===== src/rtl/pipelined_magnitude_comparator.sv =====
`default_nettype none
// =============================================================================
// pipelined_magnitude_comparator
// MSB-first chunked LT/EQ/GT compare, one chunk per stage, global-stall flow.
// Revision 1.0
// =============================================================================
module pipelined_magnitude_comparator #(
   parameter int unsigned WIDTH = 32,
   parameter int unsigned CHUNK = 8,
   parameter int unsigned TAG_W = 4
) (
   input  logic             clk,
   input  logic             rst,
   input  logic             in_valid,
   output logic             in_ready,
   input  logic [WIDTH-1:0] in_a,
   input  logic [WIDTH-1:0] in_b,
   input  logic             in_signed,
   input  logic [TAG_W-1:0] in_tag,
   output logic             out_valid,
   input  logic             out_ready,
   output logic             out_lt,
   output logic             out_eq,
   output logic             out_gt,
   output logic [TAG_W-1:0] out_tag
);
   localparam int S  = int'((WIDTH + CHUNK - 1) / CHUNK);
   localparam int PW = S * int'(CHUNK);

   logic          en;
   logic [PW-1:0] a_pad;
   logic [PW-1:0] b_pad;

   // Flipping the sign bit maps two's-complement order onto unsigned order.
   always_comb begin
      a_pad              = '0;
      b_pad              = '0;
      a_pad[WIDTH-1:0]   = in_a;
      b_pad[WIDTH-1:0]   = in_b;
      a_pad[WIDTH-1]     = in_a[WIDTH-1] ^ in_signed;
      b_pad[WIDTH-1]     = in_b[WIDTH-1] ^ in_signed;
   end

   assign en       = ~out_valid | out_ready;
   assign in_ready = en;

   for (genvar k = 0; k < S; k++) begin : g_stage
      localparam int IW = (S - k) * int'(CHUNK);

      logic [IW-1:0]    a_in;
      logic [IW-1:0]    b_in;
      logic             valid_in;
      logic             lt_in;
      logic             eq_in;
      logic             gt_in;
      logic [TAG_W-1:0] tag_in;
      logic [CHUNK-1:0] chunk_a;
      logic [CHUNK-1:0] chunk_b;
      logic             valid_d;
      logic             lt_d;
      logic             eq_d;
      logic             gt_d;
      logic [TAG_W-1:0] tag_d;
      logic             valid_q;
      logic             lt_q;
      logic             eq_q;
      logic             gt_q;
      logic [TAG_W-1:0] tag_q;

      if (k == 0) begin : g_head
         assign a_in     = a_pad;
         assign b_in     = b_pad;
         assign valid_in = in_valid;
         assign lt_in    = 1'b0;
         assign eq_in    = 1'b1;
         assign gt_in    = 1'b0;
         assign tag_in   = in_tag;
      end else begin : g_link
         assign a_in     = g_stage[k-1].g_mid.a_rem_q;
         assign b_in     = g_stage[k-1].g_mid.b_rem_q;
         assign valid_in = g_stage[k-1].valid_q;
         assign lt_in    = g_stage[k-1].lt_q;
         assign eq_in    = g_stage[k-1].eq_q;
         assign gt_in    = g_stage[k-1].gt_q;
         assign tag_in   = g_stage[k-1].tag_q;
      end

      assign chunk_a = a_in[IW-1 -: CHUNK];
      assign chunk_b = b_in[IW-1 -: CHUNK];

      // Once a more significant chunk has decided, lower chunks cannot override it.
      always_comb begin
         valid_d = valid_in;
         tag_d   = tag_in;
         lt_d    = lt_in;
         eq_d    = 1'b0;
         gt_d    = gt_in;
         if (eq_in) begin
            lt_d = (chunk_a <  chunk_b);
            eq_d = (chunk_a == chunk_b);
            gt_d = (chunk_a >  chunk_b);
         end
      end

      always_ff @(posedge clk) begin
         if (rst) begin
            valid_q <= 1'b0;
            lt_q    <= 1'b0;
            eq_q    <= 1'b0;
            gt_q    <= 1'b0;
            tag_q   <= '0;
         end else if (en) begin
            valid_q <= valid_d;
            lt_q    <= lt_d;
            eq_q    <= eq_d;
            gt_q    <= gt_d;
            tag_q   <= tag_d;
         end
      end

      if (k < S - 1) begin : g_mid
         logic [IW-CHUNK-1:0] a_rem_d;
         logic [IW-CHUNK-1:0] b_rem_d;
         logic [IW-CHUNK-1:0] a_rem_q;
         logic [IW-CHUNK-1:0] b_rem_q;

         always_comb begin
            a_rem_d = a_in[IW-CHUNK-1:0];
            b_rem_d = b_in[IW-CHUNK-1:0];
         end

         always_ff @(posedge clk) begin
            if (en) begin
               a_rem_q <= a_rem_d;
               b_rem_q <= b_rem_d;
            end
         end
      end
   end

   assign out_valid = g_stage[S-1].valid_q;
   assign out_lt    = g_stage[S-1].lt_q;
   assign out_eq    = g_stage[S-1].eq_q;
   assign out_gt    = g_stage[S-1].gt_q;
   assign out_tag   = g_stage[S-1].tag_q;

endmodule
`default_nettype wire


===== config.mk =====
export PLATFORM = sky130hd
export DESIGN_NAME = pipelined_magnitude_comparator
export DESIGN_NICKNAME = d
export VERILOG_FILES = /design/src/rtl/pipelined_magnitude_comparator.sv
export SDC_FILE = /design/constraint.sdc
export NUM_CORES = 1
export LEC_CHECK = 0
export CORE_ASPECT_RATIO = 0.6
export CORE_MARGIN = 2
export CORE_UTILIZATION = 47
export DETAILED_ROUTE_END_ITERATION = 6
export PLACE_DENSITY = 0.75
export SLEW_MARGIN = 20
export SYNTH_ARGS = -nofsm -noshare
export SYNTH_HDL_FRONTEND = slang
export SYNTH_SLANG_ARGS = --single-unit

===== constraint.sdc =====
create_clock -name clk -period 2.4 [get_ports clk]
set_clock_uncertainty 0.1 [all_clocks]
set_input_delay 0.48 -clock clk [delete_from_list [all_inputs] [get_ports clk]]
set_output_delay 0.48 -clock clk [all_outputs]
set_load 0.01 [all_outputs]

==> results of run 1 <==
cell usage in the layout, fill, tap and decap left out, types with 3 or more instances in the layout:
master,n
nor3_1,4
inv_1,31
clkinvlp_4,3
nor2_1,20
o21ai_0,3
dfxtp_1,32
nand3_1,3
o31a_1,3
edfxtp_1,96
a311oi_1,3
o211ai_1,4
clkbuf_16,17
nand4_1,8
ha_1,32
a21o_1,4
clkinv_4,6
a21oi_1,35
nand2_1,46
nor2b_1,11
clkdlybuf4s50_1,81
a211oi_1,3
state kept, by name, indices dropped and copies added (netlist names):
signal                 cells
g_stage.g_mid.a_rem_q     48
g_stage.g_mid.b_rem_q     48
g_stage.tag_q             12
out_tag                    4
g_stage.eq_q               3
g_stage.gt_q               3
g_stage.lt_q               3
g_stage.valid_q            3
out_eq                     1
out_gt                     1
out_lt                     1
out_valid                  1
cell families (layout without fill, tap and decap cells):
logic type / Yosys count / after routing
AO/OA/AOI/OAI: 57 / 57
XOR/XNOR: 2 / 2
adder cells (fa/ha/maj): 32 / 32
buffers and inverters: 42 / 148
flip-flops: 128 / 128
AND/OR/NAND/NOR: 94 / 94
power by group:
part	leakage, nW	total (mW)	internal [mW]	switching (mW)
Combinational	0.982	0.339	0.197	0.143
Clock	0.276	2.49	1.54	0.958
Sequential	1.28	2.55	2.51	0.0389
Total	2.53	5.38	4.24	1.14
worst paths after layout:
check,from,endpoint,slack (ns),cells past startpoint
max reg2reg,g_stage[1].g_mid.a_rem_q[13],g_stage[2].gt_q,0.41,6
min,g_stage[0].g_mid.a_rem_q[6],g_stage[1].g_mid.a_rem_q[6],0.31,0
max,out_ready,in_ready,0.18,4
min reg2reg,g_stage[0].g_mid.a_rem_q[6],g_stage[1].g_mid.a_rem_q[6],0.31,0
worst max-delay path, delay by kind of cell:
family                 cells  cell delay [ns]
AND/OR/NAND/NOR            1             0.19
buffers and inverters      3             0.96
per-stage QoR:
step                setup TNS, ns  hold slack (ns)  std cells  setup WS, ns
floorplan                       0            0.300        355         0.348
global placement                0            0.302        564        0.0406
detailed placement        -0.0529            0.305        564       -0.0529
CTS                             0            0.315        596         0.174
global route                    0            0.321        596         0.127
finish                          0            0.313        596         0.178
per-layer routing:
metal | vias to the layer above | part of all wire, %
li1 | 1455 | -
met2 | 66 | 45
met3 | 4 | 5.4
met1 | 1342 | 49
met4 | 0 | 0.51
met5 | - | 0
final cells by class:
cell class,instances,area [um2],area share [%]
sequential,128,3520,54.8
inverter,32,123,1.91
tap,135,169,2.63
clock inverter,15,163,2.53
clock buffer,17,425,6.62
multi-input combinational,185,1180,18.3
timing repair buffer,84,846,13.2
==> impl_metrics.csv, run 1 <==
group,metric,value,unit
logic_synthesis,synth-compound-area-share,7.03,%
power_and_ir_drop,leakage,2.53,nW
sta,min_period_over_period,92.6,%
logic_synthesis,synthFlopType,"edfxtp_1",
clock_network,cts.clk_slew.worst_paths,0.06,ns
placed_design,routabilityCongestion,0.742,
clock_network,cts_tree,"yes",
logic_synthesis,synth.top_cell.area_share,59.3,%
logic_synthesis,yosysWarnings,0,
critical_path,start_kind,"primary input",
floorplan,fp.dieH,82.8,um
global_routing,grt_busiest_layer,"met2",
clock_network,cts_root_buf,"clkbuf_16",
global_routing,grt_overflow,0,
placed_design,placed_area,5840,um2
drt,via_count,2867,
placed_design,hpwlAfterDp,5530,um
drt,vias_per_cell,4.81,
drt,drtIter0Drc,195,
drt,wl,8280,um
cells_and_area,area_growth,32.2,%
sta,setup_viol,0,
global_routing,grt_max_degree,126,
logic_synthesis,synth-edff-count,96,
flow_run,cap_violations,0,
floorplan,rows,28,
critical_path,cp-end-kind,"output port",
clock_network,cts_buffers,17,
clock_network,cts_sinks,128,
run_status,status,"completed",
critical_path,worstSetupPathType,"primary input to output port",
power_and_ir_drop,ir_drop,0.497,mV
critical_path,worstPathArrival,1.64,ns
logic_synthesis,muxShareOfSynthArea,0,%
sta,slew_headroom,59.2,%
drt,antenna_left,0,
logic_synthesis,synthSimpleGateAreaFrac,8.55,%
sta,max_freq,450,MHz
global_routing,grt_use_met3,5.28,%
critical_path,max_stage_delay,0.48,ns
global_routing,grt_util_met1,22.1,%
logic_synthesis,async_flop_share,0,%
logic_synthesis,syn-num-nets,460,
sta,worst_slew_pin_slew,0.612,ns
clock_network,cts-hold-fix-buffers,0,
drt,wl_per_cell,13.9,um
global_routing,grt_pass1_wl,13400,um
clock_network,htree_levels,4,
floorplan,initial_utilization,48.9,%
floorplan,dieArea,11200,um2
logic_synthesis,ys_ff_latch,128,
power_and_ir_drop,power_density,837,nW/um2
cells_and_area,nFillCells,746,
global_routing,met2_usage,23.9,%
cells_and_area,final_core_util,64.6,%
placed_design,numPortBuffers,81,
critical_path,worstPathCellList,"clkdlybuf4s50_1, nor2b_2, inv_4, clkdlybuf4s50_1",
sta,post-route-min-period,2.22,ns
clock_network,cts_resized,0,
critical_path,slowest_stage,"clkdlybuf4s50_1",
logic_synthesis,yosysUniqueCellTypes,25,
logic_synthesis,synth_xor_area_share,0.360,%
sta,drv_slew,0,
critical_path,timing.critical_path.mode_cell,"clkdlybuf4s50_1",
critical_path,cp.required,1.82,ns
logic_synthesis,seq_area_frac_synth,72.5,%
power_and_ir_drop,p_total,5.38,mW
global_routing,grt_usage,16.2,%
global_routing,grt_pass1_vias,2840,
drt,drc,0,
cells_and_area,fin_area,6430,um2
global_routing,antenna_found_initial,0,
worst_hold_path,hp-class,"flop to flop",
drt,drtPass1Iterations,4,
logic_synthesis,synthTopCellsByArea,"edfxtp_1, dfxtp_1, ha_1",
logic_synthesis,synth_area_leader_cell,"edfxtp_1",
cells_and_area,diodes,0,
cells_and_area,final_nets,553,
sta,final_hold_viol_count,0,
floorplan,die_w,135,um
clock_network,clock_latency,0.41,ns
sta,grt_setup_unrepaired,"no",
critical_path,worst-path-max-fanout,2,
logic_synthesis,syn_area_per_cell,13.7,um2
floorplan,io_pins,82,
logic_synthesis,netlist_area,4860,um2
clock_network,post_cts_buffers,0,
logic_synthesis,synth_most_common_cell,"edfxtp_1",
logic_synthesis,syn-instance-count,355,
logic_synthesis,synthAdderAreaFrac,8.24,%
logic_synthesis,yosys-top-cells-count,"edfxtp_1, nand2_1, a21oi_1",
floorplan,fp.coreArea,9950,um2
cells_and_area,layout-drive-gt1-share,8.24,%
clock_network,clockBufferDepth,2,
logic_synthesis,synth_top_family_by_area,"simple AND/OR/NAND/NOR gates",
Power figures use the tool's default switching activity.
==> run 2, diff against run 1 <==
==> constraint.sdc (replaced) <==
create_clock -name clk -period 2.4 [get_ports clk]
set_clock_uncertainty 0.1 [all_clocks]
set_input_delay 0.72 -clock clk [delete_from_list [all_inputs] [get_ports clk]]
set_output_delay 0.72 -clock clk [all_outputs]
set_load 0.01 [all_outputs]
==> run 2 against run 1 <==
Sequential share of layout area fell by 0.16 points. Critical path depth stayed put. Largest cell class unchanged. Non-clock buffer count up 4. Global-route usage rose by 0.15 points. Combinational power increased by 3%. Clock power barely moved. Highest routed layer unchanged. Worst hold slack improved by 0.0031 ns. Die area unchanged. Sequential power barely moved.
==> impl_metrics.csv, run 2 (synthesized netlist as in run 1, its figures left out) <==
group,metric,value,unit
critical_path,start_kind,"primary input",
sta,final_hold_viol_count,0,
clock_network,cts.clk_slew.worst_paths,0.05,ns
floorplan,rows,28,
power_and_ir_drop,leakage,2.55,nW
cells_and_area,multi_input_area,1180,um2
placed_design,routabilityCongestion,0.752,
cells_and_area,final_nets,557,
flow_run,cap_violations,0,
global_routing,grt_pass1_vias,2948,
global_routing,grt_pass1_wl,13600,um
clock_network,cts_buffers,17,
floorplan,io_pins,82,
sta,setup_viol,0,
cells_and_area,reg_top3,"g_stage.g_mid.a_rem_q: 48 flops, g_stage.g_mid.b_rem_q: 48 flops, g_stage.tag_q: 12 flops",
clock_network,clockBufferDepth,2,
placed_design,numPortBuffers,81,
global_routing,grt_usage,16.4,%
sta,worst_slew_pin_slew,0.844,ns
floorplan,fp.coreArea,9950,um2
drt,drc,0,
cells_and_area,area_growth,32.6,%
clock_network,htree_levels,4,
clock_network,post_cts_buffers,0,
power_and_ir_drop,power_density,841,nW/um2
sta,post-route-min-period,2.34,ns
cells_and_area,layout_common_cells,"edfxtp_1, clkdlybuf4s50_1, nand2_1",
critical_path,r2r-end,"g_stage[1].gt_q",
cells_and_area,layout-drive-gt1-share,8.82,%
critical_path,worstPathArrival,1.52,ns
cells_and_area,final_core_util,64.8,%
placed_design,placed_area,5860,um2
drt,drtIter0Drc,163,
drt,wl_per_cell,14.1,um
drt,via_count,2945,
critical_path,cp-end-kind,"output port",
floorplan,initial_utilization,48.9,%
cells_and_area,layout_commonest_cell,"edfxtp_1",
power_and_ir_drop,ir_drop,0.604,mV
global_routing,grt_max_degree,72,
drt,antenna_left,0,
cells_and_area,diodes,0,
critical_path,r2r-start,"g_stage[0].g_mid.a_rem_q[21]",
floorplan,fp.dieH,82.8,um
drt,drtPass1Iterations,6,
sta,max_freq,427,MHz
worst_hold_path,hp-class,"flop to flop",
sta,slew_headroom,43.7,%
worst_hold_path,holdPathEnd,"g_stage[1].g_mid.a_rem_q[0]",
critical_path,cp.required,1.58,ns
worst_hold_path,min_from,"g_stage[0].g_mid.a_rem_q[0]",
sta,min_period_over_period,97.5,%
worst_hold_path,holdPathStages,0,
clock_network,cts_tree,"yes",
clock_network,clock_latency,0.40,ns
sta,drv_slew,0,
critical_path,worstSetupPathType,"primary input to output port",
sta,grt_setup_unrepaired,"no",
global_routing,antenna_found_initial,0,
placed_design,hpwlAfterDp,5700,um
drt,wl,8470,um
floorplan,dieArea,11200,um2
critical_path,worst-path-max-fanout,2,
clock_network,cts_root_buf,"clkbuf_16",
drt,vias_per_cell,4.91,
critical_path,worstRegToRegCells,6,
cells_and_area,register_area,3520,um2
cells_and_area,fin_area,6440,um2
floorplan,die_w,135,um
critical_path,reg2reg_setup_slack,0.48,ns
run_status,status,"completed",
clock_network,cts_sinks,128,
cells_and_area,nFillCells,718,
global_routing,grt_overflow,0,
-- run 2: what timing repair did --
item                       in CTS  in global routing
hold buffers                    0                  0
gates resized for setup         4                  0
setup endpoints to repair       1                  0
-- run 2: per-stage QoR --
step                setup TNS, ns  setup WS, ns  cells  hold WS [ns]  power (mW)
floorplan                       0        0.0593    355         0.300        2.74
global placement           -10.10        -0.337    568         0.302        2.92
detailed placement         -13.60        -0.338    568         0.305        2.94
CTS                             0        0.0422    600         0.317        5.48
global route                    0       0.00850    600         0.322        5.64
finish                          0        0.0592    600         0.316        5.42
-- run 2: worst max path at each step --
stage,start,endpoint,slack [ns],cells past startpoint
after global placement,out_ready,in_ready,-0.34,4
after CTS,out_ready,in_ready,0.04,4
final,out_ready,in_ready,0.06,4
after detailed placement,out_ready,in_ready,-0.34,4
after global routing,out_ready,in_ready,0.008,4
after floorplan,out_ready,in_ready,0.06,4
-- run 2: final cells by class --
type	instances	area share, %
clock inverter	15	2.62
inverter	32	1.90
clock buffer	17	6.60
multi-input combinational	185	18.3
tap	135	2.62
timing repair buffer	88	13.3
sequential	128	54.7
-- run 2: metal layers --
metal	global-route usage, %	routed length [um]
met3	6.19	548
met5	0	0
met1	21.2	4010
met4	6.88	26
met2	25.2	3880
-- run 2: report_power, final --
group / internal (mW) / switching, mW
logic: 0.200 / 0.148
clock network: 1.62 / 0.902
registers: 2.51 / 0.0396
total: 4.33 / 1.09
-- run 2: worst max-delay path: stages --
cell and delay, ns:
clkdlybuf4s50_1 0.42, nor2b_2 0.19, inv_4 0.04, buf_2 0.15
